[src/rtl/fetch_sequencer_pkg.sv]
// Shared fetch/decode constants: sequencer states
// and the opcode field layout used by the decoder.
package fetch_sequencer_pkg;

  typedef enum logic [1:0] {
    BOOT   = 2'd0,
    RUN    = 2'd1,
    HALTED = 2'd2
  } fetch_state_e;

  localparam int OPCODE_MSB = 31;
  localparam int OPCODE_LSB = 26;

  localparam logic [5:0] OP_NOP      = 6'b000000;
  localparam logic [5:0] OP_JUMP     = 6'b000010;
  localparam logic [5:0] OP_BEQ      = 6'b000100;
  localparam logic [5:0] HALT_OPCODE = 6'b010001;

endpackage

[src/rtl/fetch_sequencer.sv]
// Instruction fetch: owns the ROM address bus, hides the
// one-cycle ROM latency and hands words to decode.
module fetch_sequencer #(
  parameter int DATA_WIDTH = 32,
  parameter int ADDR_WIDTH = 9,
  parameter int START_ADDR = 1,
  parameter int OPCODE_MSB = fetch_sequencer_pkg::OPCODE_MSB,
  parameter int OPCODE_LSB = fetch_sequencer_pkg::OPCODE_LSB,
  parameter logic [OPCODE_MSB-OPCODE_LSB:0] HALT_OPCODE =
    fetch_sequencer_pkg::HALT_OPCODE
) (
  input  logic                  clk,
  input  logic                  reset,
  output logic [ADDR_WIDTH-1:0] rom_addr,
  input  logic [DATA_WIDTH-1:0] rom_q,
  output logic [DATA_WIDTH-1:0] instr,
  output logic [ADDR_WIDTH-1:0] instr_pc,
  output logic                  instr_valid,
  input  logic                  instr_ready,
  input  logic                  redirect,
  input  logic [ADDR_WIDTH-1:0] redirect_addr,
  output logic                  halted
);
  import fetch_sequencer_pkg::*;

  localparam logic [ADDR_WIDTH-1:0] START =
    ADDR_WIDTH'(START_ADDR);

  fetch_state_e          state;
  logic [ADDR_WIDTH-1:0] fetch_pc;
  logic [ADDR_WIDTH-1:0] pc_inc;
  logic                  is_halt;
  logic                  advance;

  assign pc_inc  = fetch_pc + ADDR_WIDTH'(1);
  assign is_halt = rom_q[OPCODE_MSB:OPCODE_LSB] == HALT_OPCODE;

  assign instr       = rom_q;
  assign instr_pc    = reset ? START : fetch_pc;
  assign instr_valid = !reset && state == RUN && !redirect;
  assign halted      = !reset && state == HALTED;
  assign advance     = instr_valid && instr_ready;

  // Re-issuing fetch_pc keeps rom_q stable across stalls and after HALT
  always_comb begin
    rom_addr = fetch_pc;
    unique case (1'b1)
      redirect:            rom_addr = redirect_addr;
      advance && !is_halt: rom_addr = pc_inc;
      default: ;
    endcase
  end

  always_ff @(posedge clk) begin
    if (reset) begin
      state    <= BOOT;
      fetch_pc <= START;
    end else begin
      fetch_pc <= rom_addr;
      unique case (state)
        BOOT:    state <= RUN;
        RUN:     if (advance && is_halt) state <= HALTED;
        HALTED:  if (redirect) state <= RUN;
        default: state <= BOOT;
      endcase
    end
  end

endmodule
[config.mk]
export PLATFORM = sky130hd
export DESIGN_NAME = fetch_sequencer
export DESIGN_NICKNAME = d
export VERILOG_FILES = /design/src/rtl/fetch_sequencer_pkg.sv /design/src/rtl/fetch_sequencer.sv
export SDC_FILE = /design/constraint.sdc
export NUM_CORES = 1
export LEC_CHECK = 0
export ABC_AREA = 1
export ABC_CLOCK_PERIOD_IN_PS = 2000
export CORE_UTILIZATION = 32
export CTS_BUF_LIST = sky130_fd_sc_hd__clkbuf_8 sky130_fd_sc_hd__clkbuf_16
export DETAILED_ROUTE_END_ITERATION = 10
export HOLD_SLACK_MARGIN = 0.05
export PLACE_DENSITY = 0.8
export SLEW_MARGIN = 25
export SYNTH_ARGS = -nofsm -noshare
export SYNTH_HDL_FRONTEND = slang
export SYNTH_SLANG_ARGS = --single-unit
[constraint.sdc]
create_clock -name clk -period 2 [get_ports clk]
set_clock_uncertainty 0.15 [all_clocks]
set_input_delay 0.4 -clock clk [delete_from_list [all_inputs] [get_ports clk]]
set_output_delay 0.4 -clock clk [all_outputs]
set_load 0.02 [all_outputs]
==> results.toml, run 1 <==
[status]
status = "finished, violations left"
violations = "setup timing"

[routing]
detail-route-antenna-nets = 0
dr_total_vias = 1346
wl_per_cell_um = 13.1
drc_errors = 0
drt_iter0_markers = 37
routed_wl_mm = 3.82
via_per_inst = 4.61
dr.pass1.iters = 4

[synth]
synth_top_area_cell = "buf_4"
async_flop_share = 0
synthFlopType = "dfxtp_1"
synthTopCellsByCount = "nand2_1 (40), buf_4 (32), inv_1 (30)"
synth.most_common_cell = "nand2_1"
syn-instance-count = 187
ys_ff_latch = 11
synth_edf_count = 0
syn_area_sq_um = 1160
ys_types = 23
synthTopCellsByArea = "buf_4 (21%), dfxtp_1 (19%), nand2_1 (13%), inv_1 (9.7%), nor2_1 (7.5%)"
yosysWarnings = 0
seq_area_frac_synth = 0.190
avgSynthCellArea_sq_um = 6.19
yosysTopAreaCellShare = 0.208
synth_nets = 233

[clock_network]
clock-sinks = 11
cts_tree = "built"
cts-buffers-inserted = 3
clk_pin_slew_ns = 0.05
cts_hold_buf = 0
cts.path.max_buffers = 2
h-tree-depth = 1
cts_root_buf = "clkbuf_8"
clock_latency_ns = 0.24

[timing]
clock.fmax_mhz = 479
fin_crit_ns = 2.09
slew_headroom = 0.828
grt_setup_unrepaired = "true"
finalSetupViolCount = 7
hold-worst-slack_ns = 0.427
hold_violations = 0
finalCritPeriodShare = 1.04
worst-slew-pin-transition_ns = 0.257
slew_violations = 0
fin_setup_tns_ns = -0.292
setup_ws_ns = -0.0864

[power]
vdd_drop_max_mv = 0.230
p_leak_nw = 1.06
power_density_nw_per_um2 = 424

[finish]
layout.cells.non_filler = 292
register_area_sq_um = 231
area_growth_syn_to_layout_pct = 68.6
fin_util = 0.576
drive_above_1_share = 0.496
nets = 293
fillers = 273
fin_area_sq_um = 1950
antenna_cells_inserted = 0
multi_input_area_sq_um = 712

[job]
max_cap_violations = 0

[global_routing]
grt_pass1_wl_mm = 5.88
grt_use_total = 0.190
overflow = 0
grt_pass1_vias = 1356
antenna_found_initial = 0
grt_max_degree = 20

[critical_path]
path_max_fanout = 4
crit_start = "fetch_pc[1]$_SDFF_PP0_"
arrival_ns = 1.54
r2r-start = "fetch_pc[3]$_SDFF_PP0_"
end_kind = "primary output"
crit_type = "reg -> out"
startpoint_type = "flip-flop"
required_ns = 1.45

[placement]
io_buffers = 44
place_area_sq_um = 1590
dpl.hpwl_mm = 2.11
dpl.cell_count = 267
place_congestion = 0.824

[floorplanning]
fp-row-count = 21
die_y_um = 62.1
core_area_sq_um = 3390
ios = 97
dieArea_sq_um = 3860
initial_core_util = 0.341
die_x_um = 62.1

[hold_path]
hold_path_class = "in -> reg"
hp-start = "reset"
==> worst paths after layout <==
kind	slack (ns)	endpoint	depth (start not counted)
worst min register to register	0.49	state[0]$_SDFFE_PP0P_	4
worst min-delay path	0.43	fetch_pc[2]$_SDFF_PP0_	3
worst max register to register	0.09	fetch_pc[6]$_SDFF_PP0_	14
worst max-delay path	-0.09	rom_addr[5]	10
==> cell usage in the layout (no fill, tap or decap), types with 6 or more instances in the layout <==
cell,Yosys,final
buf_4,32,42
buf_6,1,13
clkdlybuf4s50_1,0,16
dfxtp_2,0,6
dlygate4sd2_1,0,7
inv_1,30,25
inv_2,2,8
nand2_1,40,33
nand2_2,0,7
nand3_1,15,8
nand3_2,5,9
nor2_1,23,14
nor2_2,5,11
==> cell families after synthesis <==
logic type / share of synthesized area
and+or+nand+nor: 0.413
buffers and inverters: 0.333
DFF: 0.190
AOI/OAI and AO/OA: 0.0378
xor gates and xnor gates: 0.0151
adders and majority gates: 0.0108
==> power by group <==
part	internal [W]	switching, W
combinational	0.000180	0.000170
sequential	0.000233	0.0000129
clock	0.000136	0.0000968
total	0.000549	0.000280
==> critical path, cell delays in order, from the launching register on <==
cell and delay [ns]:
dfxtp_2 0.36, buf_4 0.13, nand3_2 0.12, nor2_2 0.17
nand2_1 0.08, nand2_1 0.06, nand2_1 0.05, nor2_1 0.11
nor2_2 0.05, inv_1 0.06, buf_6 0.11
==> cell type report <==
type,count,share of cell area
clock buffer,3,0.0212
clock inverter,1,0.00192
sequential,11,0.119
multi-input combinational,109,0.365
tap,46,0.0295
inverter,32,0.0615
timing repair buffer,90,0.403
==> flip-flops by register name (all words and copies together) (netlist names) <==
| register | cells |
|---|---|
| fetch_pc | 9 |
| state | 2 |
==> per-stage QoR <==
| step | setup WS, ns | total power (W) |
|---|---|---|
| after floorplan | 0.195 | 0.000457 |
| after global placement | -0.742 | 0.000519 |
| after detailed placement | -0.794 | 0.000521 |
| after CTS | -0.0638 | 0.000800 |
| after global routing | -0.194 | 0.000869 |
| final | -0.0864 | 0.000828 |
==> layer usage <==
layer / wire [um] / GRT usage / up-vias
li1: - / - / 652
met1: 1560 / 0.204 / 629
met2: 1940 / 0.330 / 50
met3: 194 / 0.0478 / 15
met4: 129 / 0.122 / 0
met5: 0 / 0 / -
==> repair_timing <==
item	CTS	global route
pin swaps	18	13
cloned	1	0
gates resized for setup	104	38
buffers inserted	19	2
endpoints found under the setup margin	26	15
No activity file was read; power rests on OpenSTA's default activity.
==> run 2, diff against run 1 <==
--- a/config.mk
+++ b/config.mk
@@ -7,11 +7,11 @@
 export LEC_CHECK = 0
 export ABC_AREA = 1
 export ABC_CLOCK_PERIOD_IN_PS = 2000
-export CORE_UTILIZATION = 32
+export CORE_UTILIZATION = 48
 export CTS_BUF_LIST = sky130_fd_sc_hd__clkbuf_8 sky130_fd_sc_hd__clkbuf_16
 export DETAILED_ROUTE_END_ITERATION = 10
+export DONT_BUFFER_PORTS = 1
 export HOLD_SLACK_MARGIN = 0.05
-export PLACE_DENSITY = 0.8
 export SLEW_MARGIN = 25
 export SYNTH_ARGS = -nofsm -noshare
 export SYNTH_HDL_FRONTEND = slang
==> run 2 against run 1 <==
The flow now finishes without violations. Clock power is essentially flat. Sequential share of layout area is 7.9 points higher. Wire length is 26% lower. Hold slack worse by 0.37 ns. Clock-buffer cell count did not move. First-iteration DRC count shrank 32%. Largest cell class is now multi-input gates. Largest power group is now sequential cells.
==> results.toml, run 2 (synthesized netlist as in run 1, its figures left out) <==
[critical_path]
startpoint_type = "flip-flop"
max_stage_delay_ns = 0.32
crit_slowest_cell = "dfxtp_2"
crit_chain = "inv_2 > nor2_4 > nand2_4 > nor2_8 > nand2_4 > o21ai_2 > nor2_2 > inv_2"
path_max_fanout = 7
required_ns = 1.45
crit_type = "reg -> out"
arrival_ns = 1.43
end_kind = "primary output"

[global_routing]
gr-usage-met2 = 0.309
antenna_found_initial = 0
gr-usage-met3 = 0.104
overflow = 0
grt_pass1_wl_mm = 3.88
grt_use_total = 0.201
met1_usage = 0.219
grt_pass1_vias = 891
grt_max_degree = 21
grt_busiest_layer = "met2"

[clock_network]
cts_root_buf = "clkbuf_8"
cts-buffers-inserted = 3
clock_latency_ns = 0.25
clk_pin_slew_ns = 0.05
h-tree-depth = 1
clock-sinks = 11
cts.path.max_buffers = 2
cts_tree = "built"

[finish]
fin_area_sq_um = 1190
antenna_cells_inserted = 0
final_cell_mix = "nand2_1 (36), inv_1 (24), nor2_2 (14), nor2_1 (14), nand3_1 (11)"
fin_util = 0.533
layout_commonest_cell = "nand2_1"
nets = 213
top_regs = "fetch_pc (9), state (2)"
area_growth_syn_to_layout_pct = 2.81
register_area_sq_um = 235
largest-register = "fetch_pc"
fillers = 230
largest_register_ffs = 9
multi_input_area_sq_um = 676
layout.cells.non_filler = 194
drive_above_1_share = 0.392

[placement]
dpl.hpwl_mm = 1.92
io_buffers = 0
place_area_sq_um = 935
place_congestion = 0.801
dpl.cell_count = 180

[floorplanning]
ios = 97
initial_core_util = 0.518
dieArea_sq_um = 2610
die_x_um = 51.1
core_area_sq_um = 2230
die_y_um = 51.1
fp-row-count = 17

[timing]
grt_setup_unrepaired = "true"
slew_headroom = 0.734
clock.fmax_mhz = 504
finalSetupViolCount = 0
finalCritPeriodShare = 0.992
hold-worst-slack_ns = 0.0589
hold_violations = 0
fin_crit_ns = 1.98
worst-slew-pin-transition_ns = 0.398
slew_violations = 0

[routing]
via_per_inst = 5.35
dr_total_vias = 1037
dr.pass1.iters = 6
routed_wl_mm = 2.84
detail-route-antenna-nets = 0
drt_iter0_markers = 25
wl_per_cell_um = 14.7
drc_errors = 0

[power]
vdd_drop_max_mv = 0.437
power_density_nw_per_um2 = 541
p_leak_nw = 0.608

[job]
max_cap_violations = 0

[status]
status = "finished, final reports clean"

[hold_path]
hold_path_class = "in -> reg"
## run 2: cell count changes in the layout (fill, tap and decap cells not counted), sizes merged, moves of 3 or more
cell,change
buf,-48
clkdlybuf4s50,-16
clkdlybuf4s15,-4
dlygate4sd2,-7
dlymetal6s2s,-3
clkbuf,-3
## run 2: metal layers
layer | vias up | share of wire
li1 | 494 | -
met1 | 459 | 0.37
met2 | 58 | 0.47
met3 | 26 | 0.12
met4 | 0 | 0.042
met5 | - | 0
## run 2: cell type report
class,count,area share
Tap cell,28,0.0294
Inverter,32,0.101
Sequential cell,11,0.198
Clock inverter,1,0.00421
Timing Repair Buffer,10,0.0652
Multi-Input combinational cell,109,0.568
Clock buffer,3,0.0347
## run 2: where the power goes
part	switching, W	total, W	leakage [nW]	internal (W)
Clock	0.0000940	0.000232	0.0255	0.000138
Combinational	0.000104	0.000160	0.489	0.0000556
Sequential	0.0000191	0.000252	0.0937	0.000233
## run 2: metrics by stage
step / power [W] / TNS, ns / setup slack (ns)
global route: 0.000685 / -0.339 / -0.0708
floorplan: 0.000457 / 0 / 0.195
global placement: 0.000372 / 0 / 0.134
finish: 0.000644 / 0 / 0.0168
detailed placement: 0.000373 / 0 / 0.0927
CTS: 0.000624 / 0 / 0.00364
## run 2: worst max-delay path: cells and delay by family, from the launching register on
kind	cells	cell delay, ns
AO/OA/AOI/OAI	1	0.14
buffers and inverters	2	0.15
AND/OR/NAND/NOR	5	0.58
flip-flops	1	0.32
## run 2: timing repair
action | in CTS | in global routing
gates cloned | 0 | 1
resized for setup | 17 | 25
pin swaps | 3 | 7
hold buffers | 0 | 1
setup endpoints to repair | 6 | 7
buffers inserted | 4 | 4
hold endpoints to repair | 0 | 3
## run 2: final timing paths
kind,from,endpoint,slack (ns),depth (start not counted)
hold / removal,reset,state[0]$_SDFFE_PP0P_,0.06,1
setup reg to reg,fetch_pc[0]$_SDFF_PP1_,fetch_pc[8]$_SDFF_PP0_,0.39,11
setup / recovery,state[0]$_SDFFE_PP0P_,rom_addr[3],0.02,8
hold reg to reg,state[0]$_SDFFE_PP0P_,state[0]$_SDFFE_PP0P_,0.37,3
==> run 3, diff against run 2 <==
--- a/config.mk
+++ b/config.mk
@@ -6,7 +6,7 @@
 export NUM_CORES = 1
 export LEC_CHECK = 0
 export ABC_AREA = 1
-export ABC_CLOCK_PERIOD_IN_PS = 2000
+export ABC_CLOCK_PERIOD_IN_PS = 2350
 export CORE_UTILIZATION = 48
 export CTS_BUF_LIST = sky130_fd_sc_hd__clkbuf_8 sky130_fd_sc_hd__clkbuf_16
 export DETAILED_ROUTE_END_ITERATION = 10
==> constraint.sdc (replaced) <==
create_clock -name clk -period 2.35 [get_ports clk]
set_clock_uncertainty 0.15 [all_clocks]
set_input_delay 0.47 -clock clk [delete_from_list [all_inputs] [get_ports clk]]
set_output_delay 0.47 -clock clk [all_outputs]
set_load 0.02 [all_outputs]
==> run 3 against run 2 <==
Wire length fell by 17%. Highest routed layer unchanged. Final cell count fell by 5.7%. Combinational power fell by 36%. Sequential share of layout area rose by 2.8 points. Critical path depth did not move. Largest power group unchanged. Via count fell by 10%.
==> results.toml, run 3 (synthesized netlist as in run 1, its figures left out) <==
[floorplanning]
initial_core_util = 0.518
dieArea_sq_um = 2610
ios = 97
die_y_um = 51.1
core_area_sq_um = 2230
fp-row-count = 17
die_x_um = 51.1

[finish]
antenna_cells_inserted = 0
top_regs = "fetch_pc (9), state (2)"
layout_commonest_cell = "nand2_1"
fin_area_sq_um = 977
multi_input_area_sq_um = 557
nets = 202
fillers = 251
drive_above_1_share = 0.148
final_cell_mix = "nand2_1 (40), inv_1 (31), nor2_1 (22)"
largest_register_ffs = 9
register_area_sq_um = 220
layout.cells.non_filler = 183
area_growth_syn_to_layout_pct = -15.6
largest-register = "fetch_pc"

[critical_path]
path_max_fanout = 4
end_kind = "primary output"
startpoint_type = "flip-flop"
crit_type = "reg -> out"
required_ns = 1.73
arrival_ns = 1.55

[routing]
wl_per_cell_um = 12.8
detail-route-antenna-nets = 0
drc_errors = 0
via_per_inst = 5.08
dr.pass1.iters = 4
drt_iter0_markers = 21
routed_wl_mm = 2.35
dr_total_vias = 929

[clock_network]
cts_tree = "built"
clock_latency_ns = 0.24
h-tree-depth = 1
clk_pin_slew_ns = 0.06
clock-sinks = 11
post_cts_buffers = 0
cts.path.max_buffers = 2
cts-buffers-inserted = 3
cts_root_buf = "clkbuf_8"

[power]
power_density_nw_per_um2 = 512
internal_power_w = 0.000341
seq_power_share = 0.419
p_sw_frac = 0.320
p_leak_nw = 0.552
vdd_drop_max_mv = 0.381
p_switching_w = 0.000160
comb_power_share = 0.204
clkPwrFrac = 0.377

[timing]
fin_setup_tns_ns = 0
setup_ws_ns = 0.176
grt_setup_unrepaired = "false"
slew_headroom = 0.735
hold_violations = 0
finalSetupViolCount = 0
slew_violations = 0
worst-slew-pin-transition_ns = 0.396
clock.fmax_mhz = 460
fin_crit_ns = 2.17
finalCritPeriodShare = 0.925

[placement]
place_congestion = 0.873
dpl.hpwl_mm = 1.87
dpl.cell_count = 179
place_area_sq_um = 927
io_buffers = 0
place_ws_ns = 0.320

[global_routing]
overflow = 0
grt_pass1_wl_mm = 3.79
antenna_found_initial = 0
grt_max_degree = 21
grt_use_total = 0.191
grt_pass1_vias = 856

[job]
max_cap_violations = 0

[status]
status = "finished, final reports clean"

[hold_path]
hold_path_class = "in -> reg"
run 3: changes by cell type in the layout (fill, tap and decap cells not counted), moves of 2 or more:
cell	before	now
nor2_1	14	22
nand3_1	11	15
nand2_1	36	40
nand2_2	3	0
inv_1	24	31
nor2_2	14	6
nand3_4	4	0
inv_2	8	2
dfxtp_4	2	0
dfxtp_2	6	0
buf_4	9	0
dfxtp_1	3	11
run 3: stage by stage:
step | total power (W) | util | hold slack, ns
global route | 0.000530 | 0.438 | 0.136
global placement | 0.000315 | 0.415 | 0.366
floorplan | 0.000389 | - | 0.364
finish | 0.000501 | 0.438 | 0.147
CTS | 0.000504 | 0.435 | 0.142
detailed placement | 0.000316 | 0.415 | 0.379
run 3: path summary, 6_finish.rpt:
path,start,depth (start not counted),endpoint,slack [ns]
min,reset,1,fetch_pc[3]$_SDFF_PP0_,0.15
min reg2reg,state[0]$_SDFFE_PP0P_,3,state[0]$_SDFFE_PP0P_,0.38
max,fetch_pc[1]$_SDFF_PP0_,8,rom_addr[8],0.18
max reg2reg,fetch_pc[1]$_SDFF_PP0_,8,fetch_pc[4]$_SDFF_PP0_,0.80
run 3: repair_timing:
| item | 4_1_cts | 5_1_grt |
|---|---|---|
| endpoints found under the setup margin | 0 | 1 |
| resized for setup | 0 | 2 |
| hold endpoints to repair | 0 | 0 |
| hold buffers | 0 | 0 |
run 3: metal layers:
metal  wire length, um  GRT usage  vias to the layer above
li1                  -          -                      470
met3               242     0.0417                       22
met2               977      0.289                       39
met5                 0          0                        -
met4                96      0.116                        0
met1              1030      0.244                      398
run 3: layout make-up:
type,count,share of cell area
Clock inverter,1,0.00384
Tap cell,28,0.0359
Multi-Input combinational cell,108,0.570
Clock buffer,3,0.0423
Inverter,32,0.123
Sequential cell,11,0.225
run 3: worst max-delay path, stage by stage (launching register included):
cell	delay, ns
dfxtp_1	0.39
ha_2	0.24
inv_1	0.06
nor2_2	0.13
nand4_1	0.08
nand2_1	0.07
nor2_1	0.04
nor2_1	0.16
inv_1	0.14
run 3: power groups by stage:
stage                     logic (W)  registers, W  clock network (W)
after global placement     0.000101      0.000213                  0
after CTS                  0.000103      0.000210           0.000191
after floorplan            0.000178      0.000211                  0
after detailed placement   0.000102      0.000214                  0
final                      0.000102      0.000210           0.000189
after global routing       0.000115      0.000212           0.000204
